`config.mk`:
```
export PLATFORM = sky130hd
export DESIGN_NAME = key_debounce_repeat
export DESIGN_NICKNAME = d
export VERILOG_FILES = /design/src/rtl/key_debounce_repeat.sv
export SDC_FILE = /design/constraint.sdc
export NUM_CORES = 1
export LEC_CHECK = 0
export CAP_MARGIN = 20
export CORE_MARGIN = 4
export CORE_UTILIZATION = 65
export CTS_CLUSTER_DIAMETER = 60
export DETAILED_ROUTE_END_ITERATION = 6
export HOLD_SLACK_MARGIN = 0.08
export PLACE_DENSITY = 0.85
export SLEW_MARGIN = 20
export SYNTH_ARGS = -nofsm -noshare
export SYNTH_HDL_FRONTEND = slang
export SYNTH_SLANG_ARGS = --single-unit
```
`constraint.sdc`:
```
create_clock -name CLK -period 6.3 [get_ports CLK]
set_input_delay 0.63 -clock CLK [delete_from_list [all_inputs] [get_ports CLK]]
set_output_delay 0.63 -clock CLK [all_outputs]
set_load 0.05 [all_outputs]
```
`src/rtl/key_debounce_repeat.sv`:
```
// Push-button front end: 2-FF synchroniser, tick-sampled debounce and
// per-key press / auto-repeat pulse generation.
//
// state  | meaning
// -------+------------------------------------------------------------
// IDLE   | key released, waiting for the debounced level to rise
// HELD   | press pulse sent, counting ticks towards the first repeat
// REPEAT | auto-repeating, one pulse every REPEAT_RATE ticks
module key_debounce_repeat #(
   parameter int               WIDTH        = 7,
   parameter int               SAMPLE_DIV   = 500000,
   parameter int               DEBOUNCE_CNT = 3,
   parameter logic [WIDTH-1:0] REPEAT_MASK  = 7'h70,
   parameter int               REPEAT_DELAY = 50,
   parameter int               REPEAT_RATE  = 10
) (
   input  logic             CLK,
   input  logic             RST,
   input  logic [WIDTH-1:0] nBIN,
   output logic [WIDTH-1:0] BOUT,
   output logic [WIDTH-1:0] LEVEL,
   output logic             TICK
);

   localparam int DW   = $clog2(SAMPLE_DIV);
   localparam int CW   = (DEBOUNCE_CNT > 1) ? $clog2(DEBOUNCE_CNT) : 1;
   localparam int RMAX = (REPEAT_DELAY > REPEAT_RATE) ? REPEAT_DELAY : REPEAT_RATE;
   localparam int RW   = (RMAX > 1) ? $clog2(RMAX) : 1;

   localparam logic [DW-1:0] DIV_LAST  = DW'(SAMPLE_DIV - 1);
   localparam logic [CW-1:0] DB_LAST   = CW'(DEBOUNCE_CNT - 1);
   localparam logic [RW-1:0] DLY_LAST  = RW'(REPEAT_DELAY - 1);
   localparam logic [RW-1:0] RATE_LAST = RW'(REPEAT_RATE - 1);

   typedef enum logic [1:0] {IDLE = 2'd0, HELD = 2'd1, REPEAT = 2'd2} key_state_t;

   logic [WIDTH-1:0] sync1, sync2;
   logic [WIDTH-1:0] raw;
   logic [DW-1:0]    div;

   // Two-stage synchroniser; reset value reads as "pressed" for two clocks,
   // which is harmless because no tick can occur that early.
   always_ff @(posedge CLK or negedge RST) begin
      if (!RST) begin
         sync1 <= '0;
         sync2 <= '0;
      end else begin
         sync1 <= nBIN;
         sync2 <= sync1;
      end
   end

   assign raw = ~sync2;

   // Sample-tick divider, wraps on the terminal count.
   always_ff @(posedge CLK or negedge RST) begin
      if (!RST) div <= '0;
      else if (TICK) div <= '0;
      else div <= div + 1'b1;
   end

   assign TICK = (div == DIV_LAST);

   for (genvar i = 0; i < WIDTH; i++) begin : g_key
      localparam bit REP = REPEAT_MASK[i];

      logic          level, level_nxt;
      logic [CW-1:0] dcnt, dcnt_nxt;
      logic          rise, fall;
      key_state_t    state, state_nxt;
      logic [RW-1:0] rcnt, rcnt_nxt;
      logic          pulse, bout;

      // Debounce: LEVEL follows raw only after DEBOUNCE_CNT disagreeing ticks.
      always_comb begin
         level_nxt = level;
         dcnt_nxt  = dcnt;
         rise      = 1'b0;
         fall      = 1'b0;
         if (TICK) begin
            if (raw[i] == level) begin
               dcnt_nxt = '0;
            end else if (dcnt == DB_LAST) begin
               level_nxt = raw[i];
               dcnt_nxt  = '0;
               rise      = raw[i];
               fall      = ~raw[i];
            end else begin
               dcnt_nxt = dcnt + 1'b1;
            end
         end
      end

      // State register with debounce level, counters and registered pulse.
      always_ff @(posedge CLK or negedge RST) begin
         if (!RST) begin
            level <= 1'b0;
            dcnt  <= '0;
            state <= IDLE;
            rcnt  <= '0;
            bout  <= 1'b0;
         end else begin
            level <= level_nxt;
            dcnt  <= dcnt_nxt;
            state <= state_nxt;
            rcnt  <= rcnt_nxt;
            bout  <= pulse;
         end
      end

      // Next-state logic; a falling level always wins over a repeat.
      always_comb begin
         state_nxt = state;
         rcnt_nxt  = rcnt;
         case (state)
            IDLE: begin
               if (rise) begin
                  state_nxt = HELD;
                  rcnt_nxt  = '0;
               end
            end
            HELD: begin
               if (fall) begin
                  state_nxt = IDLE;
               end else if (TICK && REP) begin
                  if (rcnt == DLY_LAST) begin
                     state_nxt = REPEAT;
                     rcnt_nxt  = '0;
                  end else begin
                     rcnt_nxt = rcnt + 1'b1;
                  end
               end
            end
            REPEAT: begin
               if (fall) begin
                  state_nxt = IDLE;
               end else if (TICK) begin
                  if (rcnt == RATE_LAST) rcnt_nxt = '0;
                  else rcnt_nxt = rcnt + 1'b1;
               end
            end
            default: begin
               state_nxt = IDLE;
               rcnt_nxt  = '0;
            end
         endcase
      end

      // Output decode: press pulse, first repeat and subsequent repeats.
      always_comb begin
         pulse = 1'b0;
         case (state)
            IDLE:    pulse = rise;
            HELD:    pulse = TICK && REP && !fall && (rcnt == DLY_LAST);
            REPEAT:  pulse = TICK && !fall && (rcnt == RATE_LAST);
            default: pulse = 1'b0;
         endcase
      end

      assign LEVEL[i] = level;
      assign BOUT[i]  = bout;
   end

endmodule

```
==> results.sh, run 1 <==
export IMPL_outcome="finished clean"
export IMPL_layout_nets=513
export IMPL_grt_pass1_vias=3524
export IMPL_post_cts_resized=0
export IMPL_synth_distinct_cells=67
export IMPL_clock_path_buffers=2
export IMPL_synth_area_leader_cell="dfrtp_1"
export IMPL_cp_end_kind="primary output"
export IMPL_grt_usage=0.238
export IMPL_cts_sinks=89
export IMPL_synth_cells=470
export IMPL_fin_skew_ns=0.0111
export IMPL_cp_arrival_ns=3.26
export IMPL_place_congestion=0.857
export IMPL_synth_seq_cells=89
export IMPL_io_pins=24
export IMPL_postCtsSetupBuffers=0
export IMPL_drc=0
export IMPL_leakagePower_nw=2.23
export IMPL_syn_area_per_cell_sq_um=10.0
export IMPL_postRouteWirelength_mm=9.49
export IMPL_relSlewSlack=0.481
export IMPL_setup_viol=0
export IMPL_synth_ff_type="dfrtp_1"
export IMPL_fin_ws_ns=2.41
export IMPL_hold_buffers=0
export IMPL_hold_violations=0
export IMPL_p_per_area_nw_per_um2=191
export IMPL_placed_cells=570
export IMPL_worst_pin_slew_ns=0.777
export IMPL_num_vias=3633
export IMPL_yosysWarnings=0
export IMPL_crit_type="reg -> out"
export IMPL_grt_pass1_wl_mm=16.6
export IMPL_fin_crit_sh=0.618
export IMPL_globalRouteOverflowTotal=0
export IMPL_report_final_slew_viol_count=0
export IMPL_finalSetupTns_ns=0
export IMPL_drt_pass1_iterations=6
export IMPL_viasPerCell=6.20
export IMPL_cap_violations=0
export IMPL_numCtsBuffers=9
export IMPL_critPathMaxFanout=24
export IMPL_ys_seq_area_frac=0.473
export IMPL_cp_start_kind="flip-flop"
export IMPL_synth_edf_count=0
export IMPL_fmax_mhz=257
export IMPL_cp_required_ns=5.67
export IMPL_portBuffers=23
export IMPL_diodes=0
export IMPL_initial_core_util=0.681
export IMPL_antenna_found_initial=0
export IMPL_fp_dieW_um=93.1
export IMPL_rsz0062_at_grt="false"
export IMPL_htree_levels=3
export IMPL_fill_cells=493
export IMPL_final_min_clock_period_ns=3.89
export IMPL_detail_route_antenna_nets=0
export IMPL_worst_hold_path_type="in -> async"
export IMPL_async_reset_ff_frac=1.00
export IMPL_final_cell_count_no_fill=586
export IMPL_core_sq_um=6910
export IMPL_area_growth_pct=9.28
export IMPL_cts_tree="built"
export IMPL_dp_hpwl_mm=6.50
export IMPL_syn_num_nets=498
export IMPL_ys_top_cells_by_area="dfrtp_1 (47%), ha_1 (5.1%), nand3_1 (3.7%)"
export IMPL_place_ws_ns=2.84
export IMPL_peakVddDrop_uv=136
export IMPL_power_total_mw=0.983
export IMPL_grt_max_degree=90
export IMPL_first_iter_violations=281
export IMPL_die_area_sq_um=8660
export IMPL_insertion_delay_ns=0.37
export IMPL_die_y_um=93.1
export IMPL_synth_top_area_frac=0.473
export IMPL_layout_drive_gt1_share=0.106
export IMPL_syn_area_sq_um=4710
export IMPL_std_cell_rows=30
export IMPL_clkTransAtPathRegs_ns=0.10
export IMPL_cts_root_buf="clkbuf_8"
export IMPL_post_drt_wl_per_cell_um=16.2
-- cells in the final DEF (no fill, tap or decap), types with 14 or more instances in the layout --
cell type | Yosys | layout
nor2_1 | 29 | 29
o31ai_1 | 14 | 14
nand3_1 | 35 | 35
dfrtp_1 | 89 | 89
nand2_1 | 34 | 34
clkdlybuf4s50_1 | 0 | 22
o21ai_0 | 32 | 32
inv_1 | 24 | 24
ha_1 | 19 | 19
-- state kept, by name (all words and copies together), names as in the netlist --
name         count
g_key.level      7
g_key.state     10
div             19
sync1            7
sync2            7
g_key.rcnt      18
g_key.dcnt      14
g_key.bout       7
-- per-stage QoR --
step                hold WS, ns  instance area [sq um]   util
CTS                       0.357                   5140  0.744
floorplan                 0.331                   4710      -
global placement          0.332                   4940  0.716
detailed placement        0.336                   4940  0.716
finish                    0.315                   5140  0.745
global route              0.361                   5140  0.745
-- metal layers --
layer	up-vias	global-route usage	routed length [um]
met5	-	0	0
met1	1754	0.328	4320
met4	0	0.0781	184
met2	116	0.373	4470
met3	18	0.0571	513
li1	1745	-	-
-- logic make-up (layout without fill, tap and decap cells) --
| logic type | Yosys count | count (layout) | share of synthesized area |
|---|---|---|---|
| simple gates | 190 | 190 | 0.228 |
| mux | 3 | 3 | 0.00718 |
| flops | 89 | 89 | 0.473 |
| xor+xnor | 21 | 21 | 0.0391 |
| buf+inv | 45 | 65 | 0.0473 |
| compound gates | 103 | 103 | 0.154 |
| fa+ha+maj | 19 | 19 | 0.0505 |
-- area by class of cell --
cell class	count	area, sq um	area share
Clock inverter	7	72.6	0.0141
Timing Repair Buffer	25	246	0.0479
Sequential cell	89	2230	0.433
Multi-Input combinational cell	336	2260	0.440
Tap cell	96	120	0.0234
Clock buffer	9	124	0.0241
Inverter	24	90.1	0.0175
-- path summary, 6_finish.rpt --
check                      cells past startpoint                           end          startpoint  slack (ns)
setup / recovery                               5                          TICK    div[9]$_DFF_PN0_        2.41
hold / removal                                 1  g_key[5].rcnt[3]$_DFFE_PN0P_                 RST        0.31
setup reg to reg                               7       g_key[3].bout$_DFF_PN0_    div[9]$_DFF_PN0_        3.52
hold reg to reg                                0            sync2[4]$_DFF_PN0_  sync1[4]$_DFF_PN0_        0.36
max in group asynchronous                      1             div[10]$_DFF_PN0_                 RST        5.48
min in group CLK                               0            sync2[4]$_DFF_PN0_  sync1[4]$_DFF_PN0_        0.36
-- worst max-delay path, cell delays in order (launching register included) --
cell and delay, ns:
dfrtp_1 0.46, or4b_2 0.69, nor2_1 0.21, nand2_1 0.49, inv_1 0.22, clkdlybuf4s50_1 0.83
-- cell usage after synthesis (8+ instances only) --
cell and n:
and3_1 10, a31oi_1 8, inv_1 24, o21ai_0 32, xor2_1 11, nor2_1 29, buf_4 14, nand4_1 9
nor3_1 11, dfrtp_1 89, o31ai_1 14, nand3_1 35, xnor2_1 10, ha_1 19, nand2_1 34
-- where the power goes --
part | total, mW | switching (mW) | leakage, nW | internal [mW]
registers | 0.579 | 0.00385 | 1.20 | 0.575
logic | 0.0182 | 0.0123 | 0.934 | 0.00584
clock network | 0.385 | 0.231 | 0.0966 | 0.155
total | 0.983 | 0.247 | 2.23 | 0.736
(Power assumes the default switching activity.)
==> run 2, diff against run 1 <==
--- a/config.mk
+++ b/config.mk
@@ -7,11 +7,11 @@
 export LEC_CHECK = 0
 export CAP_MARGIN = 20
 export CORE_MARGIN = 4
-export CORE_UTILIZATION = 65
+export CORE_UTILIZATION = 54
 export CTS_CLUSTER_DIAMETER = 60
 export DETAILED_ROUTE_END_ITERATION = 6
 export HOLD_SLACK_MARGIN = 0.08
-export PLACE_DENSITY = 0.85
+export PLACE_DENSITY = 0.76
 export SLEW_MARGIN = 20
 export SYNTH_ARGS = -nofsm -noshare
 export SYNTH_HDL_FRONTEND = slang
==> constraint.sdc (replaced) <==
create_clock -name CLK -period 3.1 [get_ports CLK]
set_input_delay 0.31 -clock CLK [delete_from_list [all_inputs] [get_ports CLK]]
set_output_delay 0.31 -clock CLK [all_outputs]
set_load 0.05 [all_outputs]
==> results.sh, run 2 (synthesis gave the netlist of run 1 again) <==
export IMPL_peakVddDrop_uv=283
export IMPL_fin_skew_ns=0.00778
export IMPL_r2r_cells=5
export IMPL_layout_nets=519
export IMPL_worst_hold_path_type="reg -> reg"
export IMPL_cts_sinks=89
export IMPL_layout_drive_gt1_share=0.117
export IMPL_io_pins=24
export IMPL_placed_cells=584
export IMPL_multi_input_area_sq_um=2260
export IMPL_viasPerCell=6.00
export IMPL_layout_commonest_cell="dfrtp_1"
export IMPL_grt_max_degree=37
export IMPL_diodes=0
export IMPL_critPathMaxFanout=7
export IMPL_postRouteWirelength_mm=9.59
export IMPL_top_regs="div: 19 flops, g_key.rcnt: 18 flops, g_key.dcnt: 14 flops"
export IMPL_area_growth_pct=11.8
export IMPL_globalRouteOverflowTotal=0
export IMPL_p_clk_frac=0.449
export IMPL_p_per_area_nw_per_um2=419
export IMPL_dp_hpwl_mm=6.70
export IMPL_relSlewSlack=0.580
export IMPL_cp_required_ns=3.35
export IMPL_cts_tree="built"
export IMPL_place_congestion=0.891
export IMPL_cp_arrival_ns=2.95
export IMPL_drc=0
export IMPL_p_switching_mw=0.462
export IMPL_timing_rr_end="g_key[5].rcnt[1]$_DFFE_PN0P_"
export IMPL_die_y_um=101
export IMPL_grt_usage=0.201
export IMPL_cap_violations=0
export IMPL_clock_path_buffers=2
export IMPL_die_area_sq_um=10300
export IMPL_leakagePower_nw=2.29
export IMPL_final_min_clock_period_ns=2.70
export IMPL_postCtsSetupBuffers=0
export IMPL_fp_dieW_um=101
export IMPL_finalSetupTns_ns=0
export IMPL_min_from="sync1[4]$_DFF_PN0_"
export IMPL_grt_pass1_wl_mm=16.4
export IMPL_largest_register="div"
export IMPL_report_final_slew_viol_count=0
export IMPL_fill_cells=679
export IMPL_numCtsBuffers=9
export IMPL_rsz0062_at_grt="false"
export IMPL_final_cell_count_no_fill=601
export IMPL_grt_pass1_vias=3516
export IMPL_post_cts_resized=0
export IMPL_p_int_mw=1.74
export IMPL_first_iter_violations=127
export IMPL_largest_reg_flops=19
export IMPL_layout_common_cells="dfrtp_1 (89), nand3_1 (35), nand2_1 (34)"
export IMPL_detail_route_antenna_nets=0
export IMPL_hold_violations=0
export IMPL_core_sq_um=8340
export IMPL_cp_start_kind="flip-flop"
export IMPL_register_area_sq_um=2230
export IMPL_num_vias=3604
export IMPL_antenna_found_initial=0
export IMPL_clkTransAtPathRegs_ns=0.09
export IMPL_portBuffers=23
export IMPL_combPwrFrac=0.018
export IMPL_switching_share=0.209
export IMPL_holdPathEnd="sync2[4]$_DFF_PN0_"
export IMPL_insertion_delay_ns=0.36
export IMPL_drt_pass1_iterations=4
export IMPL_seqPwrFrac=0.533
export IMPL_outcome="finished clean"
export IMPL_worst_pin_slew_ns=0.622
export IMPL_cts_root_buf="clkbuf_8"
export IMPL_initial_core_util=0.564
export IMPL_fmax_mhz=370
export IMPL_std_cell_rows=33
export IMPL_htree_levels=3
export IMPL_fin_crit_sh=0.871
export IMPL_cp_end_kind="flip-flop"
export IMPL_setup_viol=0
export IMPL_ff2ff_setup_slack_ns=0.40
export IMPL_crit_type="reg -> reg"
export IMPL_hold_buffers=1
export IMPL_r2r_start="div[7]$_DFF_PN0_"
export IMPL_min_delay_path_depth=0
export IMPL_post_drt_wl_per_cell_um=16.0
run 2: cell types whose count changed in the layout (fill, tap and decap cells not counted), sizes merged:
| cell | before | now |
|---|---|---|
| buf | 3 | 9 |
| bufinv | 0 | 3 |
| clkinv | 3 | 1 |
| inv | 27 | 25 |
| clkbuf | 9 | 10 |
| clkdlybuf4s50 | 22 | 21 |
| dlygate4sd3 | 0 | 1 |
run 2: worst max path at each step:
stage | start | endpoint | slack (ns) | cells past startpoint
floorplan | div[7]$_DFF_PN0_ | g_key[5].rcnt[0]$_DFFE_PN0P_ | 0.63 | 5
global placement | div[7]$_DFF_PN0_ | g_key[5].rcnt[1]$_DFFE_PN0P_ | 0.50 | 5
detailed placement | div[7]$_DFF_PN0_ | g_key[5].rcnt[1]$_DFFE_PN0P_ | 0.42 | 5
CTS | div[7]$_DFF_PN0_ | g_key[5].rcnt[1]$_DFFE_PN0P_ | 0.40 | 5
global route | div[7]$_DFF_PN0_ | g_key[5].rcnt[1]$_DFFE_PN0P_ | 0.23 | 5
finish | div[7]$_DFF_PN0_ | g_key[5].rcnt[1]$_DFFE_PN0P_ | 0.40 | 5
run 2: layout make-up:
class,count,share of cell area
repair buffers,31,0.0571
multi-input cells,336,0.430
well taps,105,0.0250
clock buffers,10,0.0262
flip-flops and latches,89,0.423
inverters,24,0.0171
clock inverters,6,0.0216
run 2: routing by layer:
layer | global-route usage | vias to the layer above | part of all wire
met1 | 0.269 | 1753 | 0.44
met3 | 0.0448 | 11 | 0.060
met4 | 0.0603 | 0 | 0.013
met5 | 0 | - | 0
met2 | 0.327 | 92 | 0.49
li1 | - | 1748 | -
run 2: worst max-delay path, stage by stage (launching register included):
cell     delay, ns
dfrtp_1       0.44
or4b_1        0.57
or4_4         0.48
nor3_1        0.42
o21a_1        0.32
mux2_2        0.37
run 2: per-stage QoR:
stage               setup WS [ns]  utilization  power, mW  cell area (sq um)  hold WS, ns
detailed placement          0.421        0.600       1.24               5000        0.285
CTS                         0.403        0.631       2.23               5260        0.355
global placement            0.504        0.600       1.24               5000        0.283
global route                0.228        0.631       2.28               5260        0.360
floorplan                   0.632            -       1.20               4710       0.0144
finish                      0.399        0.631       2.21               5260        0.353
run 2: power groups by stage:
stage / clock network, mW / registers (mW) / logic, mW
global placement: 0 / 1.20 / 0.0408
global route: 1.05 / 1.18 / 0.0469
floorplan: 0 / 1.20 / 0.00531
finish: 0.990 / 1.18 / 0.0399
CTS: 1.01 / 1.18 / 0.0423
detailed placement: 0 / 1.20 / 0.0413
==> run 3, diff against run 2 <==
==> constraint.sdc (replaced) <==
create_clock -name CLK -period 2.2 [get_ports CLK]
set_input_delay 0.22 -clock CLK [delete_from_list [all_inputs] [get_ports CLK]]
set_output_delay 0.22 -clock CLK [all_outputs]
set_load 0.05 [all_outputs]
==> results.sh, run 3 (synthesis gave the netlist of run 1 again) <==
export IMPL_io_pins=24
export IMPL_die_y_um=101
export IMPL_cts_root_buf="clkbuf_8"
export IMPL_dp_hpwl_mm=7.31
export IMPL_ff2ff_setup_slack_ns=-0.17
export IMPL_cp_arrival_ns=2.60
export IMPL_layout_nets=574
export IMPL_num_vias=4016
export IMPL_holdPathEnd="sync1[5]$_DFF_PN0_"
export IMPL_cts_sinks=89
export IMPL_outcome="complete, but fails checks"
export IMPL_fp_dieW_um=101
export IMPL_fin_ws_ns=-0.170
export IMPL_leakagePower_nw=2.64
export IMPL_portBuffers=23
export IMPL_cp_end_kind="flip-flop"
export IMPL_critPathMaxStageDelay_ns=0.54
export IMPL_detail_route_antenna_nets=0
export IMPL_viasPerCell=6.12
export IMPL_globalRouteOverflowTotal=0
export IMPL_p_per_area_nw_per_um2=475
export IMPL_cp_start_kind="flip-flop"
export IMPL_largest_reg_flops=19
export IMPL_die_area_sq_um=10300
export IMPL_relSlewSlack=0.440
export IMPL_fin_skew_ns=0.0155
export IMPL_cp_required_ns=2.43
export IMPL_min_delay_path_depth=1
export IMPL_cap_violations=0
export IMPL_fin_util=0.723
export IMPL_cts_tree="built"
export IMPL_std_cell_rows=33
export IMPL_path_delay_family="simple AND/OR/NAND/NOR gates"
export IMPL_violations="negative setup slack"
export IMPL_crit_type="reg -> reg"
export IMPL_r2r_start="div[7]$_DFF_PN0_"
export IMPL_first_iter_violations=289
export IMPL_layout_commonest_cell="dfrtp_1"
export IMPL_final_min_clock_period_ns=2.37
export IMPL_initial_core_util=0.564
export IMPL_placed_cells=625
export IMPL_fmax_mhz=422
export IMPL_layout_common_cells="dfrtp_1 (89), buf_4 (50), nand3_1 (33)"
export IMPL_area_growth_pct=28.2
export IMPL_worst_hold_path_type="in -> reg"
export IMPL_worst_pin_slew_ns=0.831
export IMPL_hold_violations=0
export IMPL_drc=0
export IMPL_final_cell_count_no_fill=656
export IMPL_top_regs="div: 19 flops, g_key.rcnt: 18 flops, g_key.dcnt: 14 flops"
export IMPL_drt_pass1_iterations=5
export IMPL_antenna_found_initial=0
export IMPL_clock_path_buffers=2
export IMPL_min_from="nBIN[5]"
export IMPL_layout_drive_gt1_share=0.279
export IMPL_largest_register="div"
export IMPL_path_cells="or4b_4, or4_4, o31a_4, buf_12, o31ai_4, o31ai_2"
export IMPL_post_drt_wl_per_cell_um=17.3
export IMPL_setup_viol=31
export IMPL_r2r_cells=6
export IMPL_clkTransAtPathRegs_ns=0.10
export IMPL_report_final_slew_viol_count=0
export IMPL_crit_slowest_cell="or4b_4"
export IMPL_grt_pass1_vias=3912
export IMPL_critPathBufInv=1
export IMPL_critPathMaxFanout=8
export IMPL_peakVddDrop_uv=417
export IMPL_rsz0062_at_grt="true"
export IMPL_insertion_delay_ns=0.36
export IMPL_grt_max_degree=47
export IMPL_grt_usage=0.218
export IMPL_timing_hold_ws_ns=0.285
export IMPL_grt_pass1_wl_mm=18.0
export IMPL_timing_rr_end="g_key[4].rcnt[4]$_DFFE_PN0P_"
export IMPL_postRouteWirelength_mm=11.4
export IMPL_core_sq_um=8340
export IMPL_fin_crit_sh=1.08
export IMPL_numCtsBuffers=9
export IMPL_diodes=0
export IMPL_htree_levels=3
export IMPL_place_congestion=0.888
[run 3: changes by cell type in the layout (fill, tap and decap cells not counted), sizes merged]
| cell | before | now |
|---|---|---|
| buf | 9 | 64 |
| inv | 25 | 26 |
| clkinvlp | 1 | 0 |
| clkinv | 1 | 4 |
| clkbuf | 10 | 9 |
| bufinv | 3 | 1 |
[run 3: worst max path at each step]
stage                startpoint                      endpoint  slack [ns]  cells past startpoint
3_3_place_gp   div[7]$_DFF_PN0_  g_key[4].rcnt[0]$_DFFE_PN0P_       -0.16                      5
4_1_cts        div[6]$_DFF_PN0_  g_key[5].rcnt[1]$_DFFE_PN0P_       -0.22                      6
6_report       div[7]$_DFF_PN0_  g_key[4].rcnt[4]$_DFFE_PN0P_       -0.17                      6
3_5_place_dp   div[7]$_DFF_PN0_  g_key[4].rcnt[0]$_DFFE_PN0P_       -0.21                      5
5_1_grt        div[7]$_DFF_PN0_  g_key[5].rcnt[0]$_DFFE_PN0P_       -0.21                      6
2_1_floorplan  div[7]$_DFF_PN0_  g_key[4].rcnt[0]$_DFFE_PN0P_       -0.22                      5
[run 3: layer usage]
layer	wire length [um]	global-route usage
met4	189	0.0685
met2	5870	0.380
met3	609	0.0523
met5	0	0
met1	4680	0.266
[run 3: per-stage QoR]
stage | setup TNS [ns] | area, sq um | worst slack, ns | power, mW
global placement | -0.930 | 5360 | -0.162 | 1.75
detailed placement | -1.80 | 5360 | -0.210 | 1.75
floorplan | -0.870 | 4730 | -0.222 | 1.70
global route | -4.23 | 6030 | -0.208 | 2.98
finish | -2.75 | 6030 | -0.170 | 2.87
CTS | -2.24 | 5770 | -0.217 | 2.89
[run 3: worst register-to-register path: stages, from the launching register on]
cell and delay, ns:
dfrtp_1 0.38, or4b_4 0.54, or4_4 0.46, o31a_4 0.39, buf_12 0.15, o31ai_4 0.21
o31ai_2 0.11
[run 3: power by group]
group	switching (mW)	leakage [nW]	internal [mW]
Clock	0.612	0.104	0.537
Sequential	0.0117	1.20	1.65
Combinational	0.0380	1.34	0.0210
Total	0.661	2.64	2.21
[run 3: what timing repair did]
item                                    CTS  global route
pin swaps                                11            22
endpoints found under the setup margin   24            37
hold buffers                              1             0
buffers inserted                          4            10
hold endpoints to repair                 43             0
resized for setup                        37            46
[run 3: cell type report]
| class | count | area [sq um] |
|---|---|---|
| Timing Repair Buffer | 86 | 810 |
| Clock inverter | 7 | 78.8 |
| Inverter | 24 | 92.6 |
| Fill cell | 554 | 2310 |
| Sequential cell | 89 | 2230 |
| Clock buffer | 9 | 124 |
| Tap cell | 105 | 131 |
| Multi-Input combinational cell | 336 | 2570 |
